**src/rtl/majority_pkg.sv**
```systemverilog
// Shared TMR definitions: default voter sizing and the per-bit 2-of-3 majority function.
package majority_pkg;

  localparam int WIDTH_DEF = 1;
  localparam int CNT_W_DEF = 16;

  function automatic logic maj3(input logic a, input logic b, input logic c);
    return (a & b) | (b & c) | (a & c);
  endfunction

endpackage

```
**src/rtl/majority_err_counter.sv**
```systemverilog
// Saturating disagreement counter; updates 1 cycle after inc/clr; no backpressure, holds at all-ones.
module majority_err_counter
  import majority_pkg::*;
#(
  parameter int CNT_W = CNT_W_DEF
) (
  input  logic             clk,
  input  logic             rst_n,
  input  logic             clr,
  input  logic             inc,
  output logic [CNT_W-1:0] cnt
);

  always_ff @(posedge clk or negedge rst_n) begin
    if (!rst_n) begin
      cnt <= '0;
    end else if (clr) begin
      cnt <= '0;
    end else if (inc && (cnt != {CNT_W{1'b1}})) begin
      cnt <= cnt + CNT_W'(1);
    end
  end

endmodule

```
**src/rtl/majority.sv**
```systemverilog
// Bitwise 2-of-3 voter: x combinational, x_q/flags/counters 1 cycle later.
// No backpressure: inputs are sampled every clock.
module majority
  import majority_pkg::*;
#(
  parameter int WIDTH = WIDTH_DEF,
  parameter int CNT_W = CNT_W_DEF
) (
  input  logic             clk,
  input  logic             rst_n,
  input  logic [WIDTH-1:0] a,
  input  logic [WIDTH-1:0] b,
  input  logic [WIDTH-1:0] c,
  input  logic             clr_cnt,
  output logic [WIDTH-1:0] x,
  output logic [WIDTH-1:0] x_q,
  output logic             unanimous_q,
  output logic             fault_a_q,
  output logic             fault_b_q,
  output logic             fault_c_q,
  output logic [CNT_W-1:0] err_cnt_a,
  output logic [CNT_W-1:0] err_cnt_b,
  output logic [CNT_W-1:0] err_cnt_c
);

  logic fault_a;
  logic fault_b;
  logic fault_c;
  logic unanimous;

  always_comb begin
    x = '0;
    for (int i = 0; i < WIDTH; i++) begin
      x[i] = maj3(a[i], b[i], c[i]);
    end
  end

  // Each bit may have a different dissenter, so several faults can coexist when WIDTH > 1.
  assign fault_a   = |(a ^ x);
  assign fault_b   = |(b ^ x);
  assign fault_c   = |(c ^ x);
  assign unanimous = (a == b) && (b == c);

  always_ff @(posedge clk or negedge rst_n) begin
    if (!rst_n) begin
      x_q         <= '0;
      unanimous_q <= 1'b0;
      fault_a_q   <= 1'b0;
      fault_b_q   <= 1'b0;
      fault_c_q   <= 1'b0;
    end else begin
      x_q         <= x;
      unanimous_q <= unanimous;
      fault_a_q   <= fault_a;
      fault_b_q   <= fault_b;
      fault_c_q   <= fault_c;
    end
  end

  // Counters take the combinational fault so they move on the same edge as the flags.
  majority_err_counter #(.CNT_W(CNT_W)) u_cnt_a (
    .clk   (clk),
    .rst_n (rst_n),
    .clr   (clr_cnt),
    .inc   (fault_a),
    .cnt   (err_cnt_a)
  );

  majority_err_counter #(.CNT_W(CNT_W)) u_cnt_b (
    .clk   (clk),
    .rst_n (rst_n),
    .clr   (clr_cnt),
    .inc   (fault_b),
    .cnt   (err_cnt_b)
  );

  majority_err_counter #(.CNT_W(CNT_W)) u_cnt_c (
    .clk   (clk),
    .rst_n (rst_n),
    .clr   (clr_cnt),
    .inc   (fault_c),
    .cnt   (err_cnt_c)
  );

endmodule

```
**config.mk**
```make
export PLATFORM = sky130hd
export DESIGN_NAME = majority
export DESIGN_NICKNAME = d
export VERILOG_FILES = /design/src/rtl/majority_pkg.sv /design/src/rtl/majority_err_counter.sv /design/src/rtl/majority.sv
export SDC_FILE = /design/constraint.sdc
export NUM_CORES = 1
export LEC_CHECK = 0
export ABC_AREA = 0
export BUFFER_PORTS_ARGS = -buffer_cell sky130_fd_sc_hd__buf_2
export CORE_ASPECT_RATIO = 1.75
export CORE_MARGIN = 2
export CORE_UTILIZATION = 50
export DETAILED_ROUTE_END_ITERATION = 7
export GPL_TIMING_DRIVEN = 0
export PLACE_DENSITY_LB_ADDON = 0.2
export SYNTH_ARGS = -nofsm -noshare
export SYNTH_HDL_FRONTEND = slang
export SYNTH_SLANG_ARGS = --single-unit
```
**constraint.sdc**
```tcl
create_clock -name clk -period 5.8 [get_ports clk]
set_clock_uncertainty 0.1 [all_clocks]
set_input_delay 1.45 -clock clk [delete_from_list [all_inputs] [get_ports clk]]
set_output_delay 1.45 -clock clk [all_outputs]
set_load 0.1 [all_outputs]
```
==> results.cfg <==
[sta]
finalHoldViolCount = 0
period_minus_slack_ns = 4.11
fin_crit_sh_pct = 70.8
fmax_mhz = 243
maxSlewHeadroom_pct = 20.6
rsz0062_at_grt = no
finalSetupTns_ns = 0
setup_viol = 0
report.final.slew_viol_count = 0
worst_pin_slew_ns = 1.19

[grt]
grt_pass1_vias = 2832
grt_max_degree = 54
grt_antenna_before_repair = 0
use_met1_pct = 26.2
grt.met3_usage_pct = 4.37
grt_pass1_wl_um = 13100
grt_util_met2_pct = 44.1
track_usage_pct = 24.0
grt_overflow_total = 0
busiest_layer = met2

[clock_tree]
clock_path_buffers = 2
ctsResizeCount = 0
cts_root_buf = clkbuf_8
hold_buffers = 0
cts_setup_buffers = 0
cts_buffers = 5
clock-sinks = 53
clk_latency_ns = 0.31
htree_levels = 2
clk_pin_slew_ns = 0.09
cts_tree = done

[worst_setup_path]
reg2reg_to = u_cnt_a.cnt[1]
cp_top_family = buffers and inverters
reg2reg_from = u_cnt_a.cnt[0]
end_kind = output port
crit_type = in2out
worst-r2r-cell-count = 7
arrival_ns = 2.56
critPathSlowestCell = ha_1
critical_path.most_common_cell = buf_2
critPathLaunchType = primary input
critPathRequiredTime_ns = 4.25
reg2reg_slack_ns = 3.31
crit_path_cell_trace = buf_2 -> ha_1 -> a211oi_2 -> inv_1 -> buf_2
crit_buf_inv = 3
critPathMaxStageDelay_ns = 0.31
crit_fanout = 5

[hold_path]
whs_path_depth = 1
min-delay-path-class = reg2reg
whs_endpoint = u_cnt_b.cnt[2]
min_from = u_cnt_b.cnt[2]

[die]
row_count = 38
dieArea_sq_um = 6890
io_pins = 60
core_area_sq_um = 6090
die_height_um = 108
die_width_um = 63.6
start_util_pct = 51.1

[drt]
antenna_left = 0
drc = 0
wl_per_cell_um = 16.7
vias = 2926
first_pass_iters = 7
via_per_inst = 6.27
first_iter_violations = 177
drt_wl_total_um = 7810

[yosys]
synth_top_family_by_area = simple AND/OR/NAND/NOR gates
ys_warn_count = 0
syn-num-nets = 333
synth_compound_area_share_pct = 18.1
synthAdderAreaFrac_pct = 2.01
netlist_area_sq_um = 3110
netlist_instances = 322
synth.distinct_cells = 43
ys_ff_latch = 53
synth_area_per_cell_sq_um = 9.66
ys.flop_type = dfrtp_1
async_flop_share_pct = 100
yosysSeqAreaShare_pct = 42.7
synth_xor_area_share_pct = 0.282
synth-edff-count = 0
muxShareOfSynthArea_pct = 3.98
synth_simple_gate_area_share_pct = 27.7

[cells_and_area]
n_fill_cell = 566
diodes = 0
drive_gt1_share_pct = 25.8
fin_util_pct = 58.9
multiInputGateArea_sq_um = 1620
regArea_sq_um = 1330
syn_to_final_growth_pct = 15.3
final_nets = 398

[pwr]
power_density_nw_per_um2 = 202
p_total_mw = 0.725
irDropWorstVdd_mv = 0.132
p_leak_nw = 1.55

[placed_design]
gp_congestion = 0.840
io_buffers = 58
dp_hpwl_um = 5660

[run_status]
outcome = finished clean

[job]
maxCapViolCount = 0
cells in the final DEF (no fill, tap or decap), drive strengths merged, types with 3 or more instances in the layout:
master and count:
buf 67, dfrtp 53, a21oi 31, or4 23, o31ai 22, nor2 18
nand3 15, inv 14, nor4 14, o21ai 13, nand2 13, clkbuf 13
nor2b 11, mux2 11, nand4 10, or3 8, and3 6, nor3 6
o41ai 5, ha 5, nor4b 5, or2 3, and2 3, nand3b 3
worst max path at each step:
stage,start,to,cells after the start
2_1_floorplan,a,x,3
3_3_place_gp,a,x,5
3_5_place_dp,a,x,5
4_1_cts,a,x,5
5_1_grt,a,x,5
6_report,a,x,5
report_power, final:
| part | total, mW | internal [mW] | switching [mW] |
|---|---|---|---|
| Combinational | 0.129 | 0.0232 | 0.105 |
| Clock | 0.214 | 0.0950 | 0.119 |
| Sequential | 0.382 | 0.377 | 0.00556 |
| Total | 0.725 | 0.495 | 0.230 |
state kept, by name (all words and copies together), names as in the netlist:
register and count:
u_cnt_a.cnt 16, x_q 1, u_cnt_b.cnt 16, u_cnt_c.cnt 16, unanimous_q 1, fault_c_q 1, fault_b_q 1, fault_a_q 1
routing by layer:
metal  routed length, um  part of all wire, %
met5                   0                    0
met1                3010                   38
met3                 374                  4.8
met4                 242                  3.1
met2                4190                   54
synthesized netlist by cell type, types with 6 or more instances:
library cell  instances  area share, %
nor2_1               18            2.2
mux2_2               11            4.0
nand3_1              15            2.4
nand2_1              13            1.6
o31ai_1              22            5.3
and3_1                6            1.2
dfrtp_1              53             43
o21ai_0              13            2.1
or3_1                 6            1.2
nor4_1               13            2.6
a21oi_1              31            5.0
nor3_1                6           0.97
inv_1                14            1.7
nand4_1               9            1.8
nor2b_1              11            2.2
or4_1                23            5.6
cells by family (layout without fill, tap and decap cells):
group / Yosys count / in the layout
compound gates: 84 / 84
xor+xnor: 1 / 1
fa+ha+maj: 5 / 5
buf+inv: 29 / 94
flops: 53 / 53
mux: 11 / 11
simple gates: 139 / 139
metrics by stage:
stage	area, sq um	hold WS [ns]	cells	worst slack, ns
6_report	3590	0.474	467	1.69
5_1_grt	3590	0.508	467	1.62
4_1_cts	3590	0.468	467	1.68
3_5_place_dp	3500	0.453	460	1.69
3_3_place_gp	3500	0.446	460	1.70
2_1_floorplan	3110	0.932	322	1.79
final cells by class:
| cell class | count | area share [%] |
|---|---|---|
| flip-flops and latches | 53 | 37.0 |
| well taps | 80 | 2.79 |
| repair buffers | 58 | 8.09 |
| clock buffers | 7 | 2.41 |
| inverters | 14 | 1.47 |
| multi-input cells | 240 | 45.2 |
| plain buffers | 15 | 3.07 |
Power figures use the tool's default switching activity.
